File: src/rtl/mole_board_scorer.sv
// Whack-a-mole board scorer: lights a pseudo-random mole per mole_clk window,
// judges button whacks and keeps current/best score in saturating BCD.
module mole_board_scorer #(
  parameter int unsigned NUM_MOLES    = 8,
  parameter int unsigned SCORE_DIGITS = 3,
  parameter logic [15:0] LFSR_SEED    = 16'hACE1
) (
  input  logic                      clk,
  input  logic                      reset_n,
  input  logic                      game_in_progress,
  input  logic                      mole_clk,
  input  logic [NUM_MOLES-1:0]      hit_buttons,
  output logic [NUM_MOLES-1:0]      mole_leds,
  output logic                      hit_pulse,
  output logic                      miss_pulse,
  output logic [4*SCORE_DIGITS-1:0] score_bcd,
  output logic [4*SCORE_DIGITS-1:0] best_bcd
);

  localparam int unsigned SW        = 4 * SCORE_DIGITS;
  localparam int unsigned IW        = (NUM_MOLES > 1) ? $clog2(NUM_MOLES) : 1;
  localparam logic [15:0] LFSR_MASK = 16'hB400;
  localparam logic [15:0] SEED      = (LFSR_SEED == 16'h0000) ? 16'h0001 : LFSR_SEED;
  localparam logic [SW-1:0] ALL9    = {SCORE_DIGITS{4'h9}};

  typedef enum logic [1:0] {IDLE, DOWN, ARMED, HIT} state_t;

  state_t               state, state_d;
  logic [NUM_MOLES-1:0] btn_s1, btn_s2, btn_q, btn_rise;
  logic                 mole_clk_q, gip_q;
  logic                 mc_rise, mc_fall, gip_rise, gip_fall;
  logic [15:0]          lfsr;
  logic [IW-1:0]        prev_idx, prev_d, idx_raw, idx_sel;
  logic [NUM_MOLES-1:0] leds_d;
  logic [SW-1:0]        score_d;
  logic                 hit_d, miss_d, best_pend;

  // Saturating BCD increment with digit-wise carry.
  function automatic logic [SW-1:0] bcd_inc(input logic [SW-1:0] v);
    logic [SW-1:0] r;
    logic          carry;
    r     = v;
    carry = 1'b1;
    if (v != ALL9) begin
      for (int i = 0; i < int'(SCORE_DIGITS); i++) begin
        if (carry) begin
          if (v[4*i +: 4] == 4'd9) begin
            r[4*i +: 4] = 4'd0;
          end else begin
            r[4*i +: 4] = v[4*i +: 4] + 4'd1;
            carry       = 1'b0;
          end
        end
      end
    end
    return r;
  endfunction

  // Saturating BCD decrement with digit-wise borrow.
  function automatic logic [SW-1:0] bcd_dec(input logic [SW-1:0] v);
    logic [SW-1:0] r;
    logic          borrow;
    r      = v;
    borrow = 1'b1;
    if (v != '0) begin
      for (int i = 0; i < int'(SCORE_DIGITS); i++) begin
        if (borrow) begin
          if (v[4*i +: 4] == 4'd0) begin
            r[4*i +: 4] = 4'd9;
          end else begin
            r[4*i +: 4] = v[4*i +: 4] - 4'd1;
            borrow      = 1'b0;
          end
        end
      end
    end
    return r;
  endfunction

  // Button synchroniser plus edge-detect history; game inputs registered once.
  always_ff @(posedge clk or negedge reset_n) begin
    if (!reset_n) begin
      btn_s1     <= '0;
      btn_s2     <= '0;
      btn_q      <= '0;
      mole_clk_q <= 1'b0;
      gip_q      <= 1'b0;
    end else begin
      btn_s1     <= hit_buttons;
      btn_s2     <= btn_s1;
      btn_q      <= btn_s2;
      mole_clk_q <= mole_clk;
      gip_q      <= game_in_progress;
    end
  end

  assign btn_rise = btn_s2 & ~btn_q;
  assign mc_rise  = mole_clk & ~mole_clk_q;
  assign mc_fall  = ~mole_clk & mole_clk_q;
  assign gip_rise = game_in_progress & ~gip_q;
  assign gip_fall = ~game_in_progress & gip_q;

  // Free-running Galois LFSR.
  always_ff @(posedge clk or negedge reset_n) begin
    if (!reset_n) begin
      lfsr <= SEED;
    end else begin
      lfsr <= (lfsr >> 1) ^ (lfsr[0] ? LFSR_MASK : 16'h0000);
    end
  end

  // Bump the pick by one when it would repeat the previous mole.
  assign idx_raw = IW'(32'(lfsr[3:0]) % NUM_MOLES);
  assign idx_sel = (idx_raw == prev_idx) ? IW'((32'(idx_raw) + 32'd1) % NUM_MOLES) : idx_raw;

  always_ff @(posedge clk or negedge reset_n) begin
    if (!reset_n) begin
      state      <= IDLE;
      mole_leds  <= '0;
      hit_pulse  <= 1'b0;
      miss_pulse <= 1'b0;
      score_bcd  <= '0;
      best_bcd   <= '0;
      prev_idx   <= '0;
      best_pend  <= 1'b0;
    end else begin
      state      <= state_d;
      mole_leds  <= leds_d;
      hit_pulse  <= hit_d;
      miss_pulse <= miss_d;
      score_bcd  <= score_d;
      prev_idx   <= prev_d;
      best_pend  <= gip_fall;
      if (best_pend && (score_bcd > best_bcd)) begin
        best_bcd <= score_bcd;
      end
    end
  end

  // Events are evaluated in strict priority order.
  always_comb begin
    state_d = state;
    leds_d  = mole_leds;
    score_d = score_bcd;
    prev_d  = prev_idx;
    hit_d   = 1'b0;
    miss_d  = 1'b0;
    if (gip_fall) begin
      leds_d  = '0;
      state_d = IDLE;
    end else if (gip_rise && (state == IDLE)) begin
      score_d = '0;
      state_d = DOWN;
    end else if (mc_rise && game_in_progress && ((state == DOWN) || (state == HIT))) begin
      prev_d  = idx_sel;
      leds_d  = NUM_MOLES'(1) << idx_sel;
      state_d = ARMED;
    end else if ((state == ARMED) && mc_fall) begin
      leds_d  = '0;
      state_d = DOWN;
    end else if ((state == ARMED) && (|btn_rise)) begin
      if (btn_rise == mole_leds) begin
        hit_d   = 1'b1;
        score_d = bcd_inc(score_bcd);
        leds_d  = '0;
        state_d = HIT;
      end else begin
        miss_d  = 1'b1;
        score_d = bcd_dec(score_bcd);
      end
    end else if ((state == DOWN) && (|btn_rise)) begin
      miss_d  = 1'b1;
      score_d = bcd_dec(score_bcd);
    end
  end

endmodule

File: config.mk
export PLATFORM = sky130hd
export DESIGN_NAME = mole_board_scorer
export DESIGN_NICKNAME = d
export VERILOG_FILES = /design/src/rtl/mole_board_scorer.sv
export SDC_FILE = /design/constraint.sdc
export NUM_CORES = 1
export LEC_CHECK = 0
export ABC_CLOCK_PERIOD_IN_PS = 6520
export BUFFER_PORTS_ARGS = -buffer_cell sky130_fd_sc_hd__buf_2
export CAP_MARGIN = 20
export CORE_MARGIN = 8
export CORE_UTILIZATION = 35
export DETAILED_ROUTE_END_ITERATION = 8
export HOLD_SLACK_MARGIN = 0.12
export PLACE_DENSITY = 0.57
export SLEW_MARGIN = 20
export SYNTH_ARGS = -nofsm -noshare
export SYNTH_HDL_FRONTEND = slang
export SYNTH_SLANG_ARGS = --single-unit
export TNS_END_PERCENT = 30
File: constraint.sdc
create_clock -name clk -period 6.52 [get_ports clk]
set_input_delay 0.978 -clock clk [delete_from_list [all_inputs] [get_ports clk]]
set_output_delay 0.978 -clock clk [all_outputs]
set_load 0.02 [all_outputs]
Word level (Yosys, flattened, before mapping) --
Cells that the tools add are included. W data, S select, Z words.
Word-level totals: bits in registers 82, input port bits 12, output and inout port bits 34
Operators by class: $add $sub $neg 7, $lt $le $gt $ge 1, equality and inequality tests 17, shift operators 1, muxes and demuxes 96, bitwise logic cells 13, reductions and logical operators 29
Operators with widths (number):
- $mux W12 | 9
- $mux W1 | 61
- $mux W4 | 12
- $mux W8 | 6
- $reduce_and A10 Y1 | 2
- $mux W16 | 1
- $xor A15 B16 Y16 | 1
- $reduce_bool A3 Y1 | 5
- $add A4 B1 Y4 const B | 3
- $eq A4 B4 Y1 const B | 3
- $gt A12 B12 Y1 | 1
- $logic_not A4 Y1 | 3
- $mux W2 | 6
- $ne A12 B12 Y1 const B | 1
- $ne A4 B3 Y1 const B | 3
- $reduce_bool A12 Y1 | 1
- $sub A4 B1 Y4 const B | 3
- $reduce_bool A5 Y1 | 2
- $and A8 B8 Y8 | 1
- $eq A8 B8 Y1 | 1
- $ne A4 B2 Y1 const B | 2
- $not A8 Y8 | 1
- $reduce_bool A4 Y1 | 2
- $reduce_or A8 Y1 | 1
- other kinds (15) | 33

Longest topological paths before layout --
depth after elaboration 25, gate-level depth with buffers 10

Worst setup path before layout --
Ideal clock, no wire load.
path kind input port to flip-flop, from input mole_clk, to register score_bcd[4], data arrival time 2397 ps, slack 3995 ps, stages on the path 7, path buffers 0, path through nor2b_1 > nand3_1 > o21ai_0 > o21bai_1 > a41oi_4 > nand4_2 > mux2_1
On the way: longest elaborated chain between the ends 5, elaborated cells on any way between the ends 9, those cells by class eq/ne (2); bitwise (3); reduce/logical (4)
Ends and longest elaborated chain:
- from (decl) | RTL line 11 | input logic mole_clk,
- $and A1 B1 Y1 / $not A1 Y1 (equally long branches) | RTL line 98, 99
- $logic_and A1 B1 Y1 / $and A1 B1 Y1 (equally long branches) | RTL line 154, 99
- $logic_and A1 B1 Y1 (on tied branches) | RTL line 154, 158
- $ne A2 B2 Y1 (no source line)
- $reduce_and A10 Y1 (no source line) (*)
- to (signal assigned) | RTL line 131 | score_bcd <= score_d;
- to (decl) | RTL line 16 | output logic [4*SCORE_DIGITS-1:0] score_bcd,
Mark *: on every way between the ends. The rest lies on a longest branch, timed or not. A chain may end at the register's enable or synchronous reset.

Final worst setup path --
from register score_bcd[1], to register score_bcd[0]
On the way: longest elaborated chain between the ends 8, elaborated cells on any way between the ends 19, those cells by class eq/ne (3); mux (11); reduce/logical (5)
Ends and longest elaborated chain:
- $eq A4 B4 Y1 / $logic_not A4 Y1 (equally long branches) | RTL line 47, 68
- $mux W4 (on tied branches) | RTL line 47, 68
- $mux W12 (on tied branches) | RTL line 44, 65
- $mux W12 (on tied branches) | RTL line 162, 171
- $mux W12 | RTL line 161 | end else if ((state == ARMED) && (|btn_rise)) begin
- $mux W12 | RTL line 158 | end else if ((state == ARMED) && mc_fall) begin
- $mux W12 | RTL line 154 | end else if (mc_rise && game_in_progress && ((state == DOWN) || (state == HIT))) begin
- $mux W12 | RTL line 151 | end else if (gip_rise && (state == IDLE)) begin
Parallel ways exist; a longest one is shown, timed or not. The select of a mux whose other input is x is not followed.

==> results list <==
- Number of warnings printed during yosys synthesis: 0
- Floorplan core area: 10840 sq um
- During I/O placement, the number of pins put on the boundary was 46.
- The worst pin sits at a relative slew slack of 0.5122.
- Along the worst path, the maximum fanout reaches 8.
* Area of the mapped netlist: 3876 sq um
- The synthesized design contains 0 enable-type register cells.
* Number of global-route vias before repair: 2648
* Most area-hungry cell type in the Yosys netlist: sky130_fd_sc_hd__dfrtp_1
* Setup Crit Path Kind: reg2reg
* Number of nets in the layout: 430
- Area overhead of the layout relative to synthesis: 14.75%
* Global-route wire length before repair: 13100 um
- The tree is rooted in a sky130_fd_sc_hd__clkbuf_8.
* Endpoint required time on the critical path: 6770 ps
- In this run the worst hold path is classified as reg2reg.
- Entering global routing, the biggest net connects 83 pins.
* Cell types occupying the most area after synthesis: sky130_fd_sc_hd__dfrtp_1 48%, sky130_fd_sc_hd__ha_1 7.1%, sky130_fd_sc_hd__dfstp_2 5.4%
* Detailed-routing iteration count for the pre-antenna-repair pass: 4
* Flip-flop cell with the highest count after synthesis: sky130_fd_sc_hd__dfrtp_1
- Summing all non-filler instances in the final layout gives an area of 4448 sq um.
* Number of hold violations in the final report: 0
- The largest single stage delay on the critical path is 510 ps.
- HPWL reported at the end of detailed placement: 5486 um
* DRC violations left: 0
- Placed inst area: 4235 sq um
* P per Cell Area: 416.1 nW/um^2
- I/O Buffers: 45
- VDD sags by at most 0.1780 mV.
- The die covers 14700 sq um.
* Arrival time at the worst endpoint: 2970 ps
- Number of DRC markers after the initial detailed-route iteration: 150
- The clock net in this run drives a total of 82 sinks.
- Number of CTS-inserted buffers: 9
* Number of gates resized after CTS: 0
- Initial Utilization: 0.3576
- In the final layout, the share of cells above drive strength 1 is 0.2269.
- Filler instances: 1079
- Buffers added to address setup during post-CTS repair amount to 0.
- The slowest stage of the critical path belongs to the cell sky130_fd_sc_hd__dfrtp_1.
- The die is 121.2 um wide.
- STA classifies the critical path endpoint as a flip-flop.
- The cell count after synthesis came out at 350.
* Fraction of the core area covered by cells at the end of the flow: 0.4103
- For this run, the total global-route usage over all layers was measured as 0.1115.
- Largest clock skew in the final design: 11.97 ps
- Netlist cell types: 48
* CP Launch Type: flip-flop
* Syn nets: 384
- Maximum buffer depth of the clock tree: 2
* H-tree depth: 3
* Total of max-cap violations: 0
* Min Tclk post-route: 2725 ps
- Among all cell types in the netlist, the one instantiated most often is sky130_fd_sc_hd__dfrtp_1.
- Flops & latches, synth: 82
* Number of buffers and inverters on the critical path: 1
* RePlAce Congestion: 0.7554
- Clock slew at reported path FFs: 90 ps
- Most frequent cells after synthesis: 74 x sky130_fd_sc_hd__dfrtp_1, 29 x sky130_fd_sc_hd__nand2_1, 26 x sky130_fd_sc_hd__inv_1
* Vias per inst: 4.896
* Async SR Flop Fraction: 1.000
* Upper clock frequency limit: 366.9 MHz
- Max Transition Viols Final: 0
- CP top delay family: simple AND/OR/NAND/NOR gates
- The later pin in the worst-skew pair is clocked with a latency of 360 ps.
- Vertical extent of the die: 121.2 um
- Sum of negative setup slack: 0 ps
- Result of the run: completed
- After detailed routing, the average wire length per cell comes to 14.23 um.
- Of the synthesized area, sequential elements account for 0.5320.
- Site Rows: 38
* Final wirelength: 7699 um
- Number of nets with antenna violations after detailed routing: 0
* Initial antenna violation count: 0
- The number of antenna diodes in the final layout is 0.
- Transition at the pin with the smallest max-transition slack: 731.7 ps
- Area share of the leading cell type in the synthesized netlist: 0.4777
- Final clock period utilization by the worst path: 0.4180
- Leakage power total: 2.158 nW
- A synthesized cell averages 11.07 sq um.
- Setup repair after global routing left no endpoint under its margin.
* CP Cell Sequence: inv_1, ha_1, or3b_4, nor4b_4, nand2_1, a41oi_2, o21ai_4, nand2_2, mux2_2
- Overflow left after global routing: 0
- Detailed routing inserted a total of 2649 vias.
* Endpoints failing setup: 0
- TritonCTS built the clock tree.
- Post-CTS Hold Buffers: 0
[flip-flops by register name, indices dropped and copies added, names as in the netlist, 2 cells and up]
register and flops:
best_bcd 12, btn_q 8, btn_s1 8, btn_s2 8, lfsr 16, mole_leds 8, prev_idx 3, score_bcd 12
state 2
[metal layers]
| layer | track usage | routed length, um | vias to the layer above |
|---|---|---|---|
| met2 | 0.1665 | 3431 | 69 |
| met3 | 0.03537 | 452 | 8 |
| met1 | 0.1495 | 3729 | 1274 |
| li1 | - | - | 1298 |
| met4 | 0.03778 | 86 | 0 |
| met5 | 0 | 0 | - |
[area by class of cell]
| type | count | area, sq um | area share |
|---|---|---|---|
| flip-flops and latches | 82 | 2062 | 0.4636 |
| multi-input cells | 231 | 1665 | 0.3744 |
| repair buffers | 46 | 239.0 | 0.05373 |
| well taps | 140 | 175.2 | 0.03938 |
| clock buffers | 10 | 137.6 | 0.03094 |
| inverters | 26 | 97.59 | 0.02194 |
| clock inverters | 6 | 71.32 | 0.01603 |
[metrics by stage]
stage	power (W)	hold WS, ps	setup slack [ps]	std cells
2_1_floorplan	0.001272	331.2	3995	350
3_3_place_gp	0.001462	332.5	3735	525
3_5_place_dp	0.001483	336.3	3713	525
4_1_cts	0.001880	356.4	3804	541
5_1_grt	0.002013	364.6	3572	541
6_report	0.001851	353.5	3795	541
[worst register-to-register path, cell delays in order (launching register included)]
cell and delay [ps]:
sky130_fd_sc_hd__dfrtp_1 510, sky130_fd_sc_hd__inv_1 140, sky130_fd_sc_hd__ha_1 210, sky130_fd_sc_hd__or3b_4 420, sky130_fd_sc_hd__nor4b_4 340, sky130_fd_sc_hd__nand2_1 130
sky130_fd_sc_hd__a41oi_2 270, sky130_fd_sc_hd__o21ai_4 110, sky130_fd_sc_hd__nand2_2 130, sky130_fd_sc_hd__mux2_2 350
[where the power goes]
part	leakage (nW)	switching, W	internal [W]	total [W]
sequential	1.01	0.000125	0.000594	0.000719
clock	0.0999	0.000195	0.000191	0.000386
combinational	1.05	0.000427	0.000319	0.000745
[kinds of logic (layout without fill, tap and decap cells)]
kind of cell / Yosys count / in the layout / share of synthesized area
and+or+nand+nor: 104 / 104 / 0.1430
adders and majority gates: 22 / 22 / 0.07101
buffers and inverters: 37 / 88 / 0.03841
AOI/OAI and AO/OA: 68 / 68 / 0.1223
muxes: 17 / 17 / 0.04810
xor gates and xnor gates: 20 / 20 / 0.04519
DFF: 82 / 82 / 0.5320
[final timing paths]
check | depth (start not counted) | from | end | slack (ps)
setup / recovery | 9 | score_bcd[1]$_DFFE_PN0P_ | score_bcd[0]$_DFFE_PN0P_ | 3790
hold / removal | 0 | btn_s1[3]$_DFF_PN0_ | btn_s2[3]$_DFF_PN0_ | 350
setup reg to reg | 9 | score_bcd[1]$_DFFE_PN0P_ | score_bcd[0]$_DFFE_PN0P_ | 3790
hold reg to reg | 0 | btn_s1[3]$_DFF_PN0_ | btn_s2[3]$_DFF_PN0_ | 350
max in group asynchronous | 1 | reset_n | btn_s1[1]$_DFF_PN0_ | 5360
min in group asynchronous | 1 | reset_n | best_bcd[4]$_DFFE_PN0P_ | 640
[cells in the final DEF (no fill, tap or decap), types with 3 or more instances in the layout]
cell and instances:
sky130_fd_sc_hd__nor2_1 19, sky130_fd_sc_hd__clkbuf_8 10, sky130_fd_sc_hd__mux2i_1 4, sky130_fd_sc_hd__mux2_2 9
sky130_fd_sc_hd__buf_2 44, sky130_fd_sc_hd__o21ai_0 21, sky130_fd_sc_hd__dfstp_2 8, sky130_fd_sc_hd__mux2_1 4
sky130_fd_sc_hd__nand2_1 29, sky130_fd_sc_hd__dfrtp_1 74, sky130_fd_sc_hd__nor2b_1 14, sky130_fd_sc_hd__xor2_1 18
sky130_fd_sc_hd__a31oi_1 4, sky130_fd_sc_hd__inv_6 3, sky130_fd_sc_hd__inv_1 26, sky130_fd_sc_hd__nand2b_1 3
sky130_fd_sc_hd__nor4_1 4, sky130_fd_sc_hd__a21oi_1 15, sky130_fd_sc_hd__a21o_1 5, sky130_fd_sc_hd__nor3_1 4
sky130_fd_sc_hd__ha_1 22, sky130_fd_sc_hd__a211oi_1 3, sky130_fd_sc_hd__nand3_1 15, sky130_fd_sc_hd__a22o_1 8
Power figures use the tool's default switching activity.
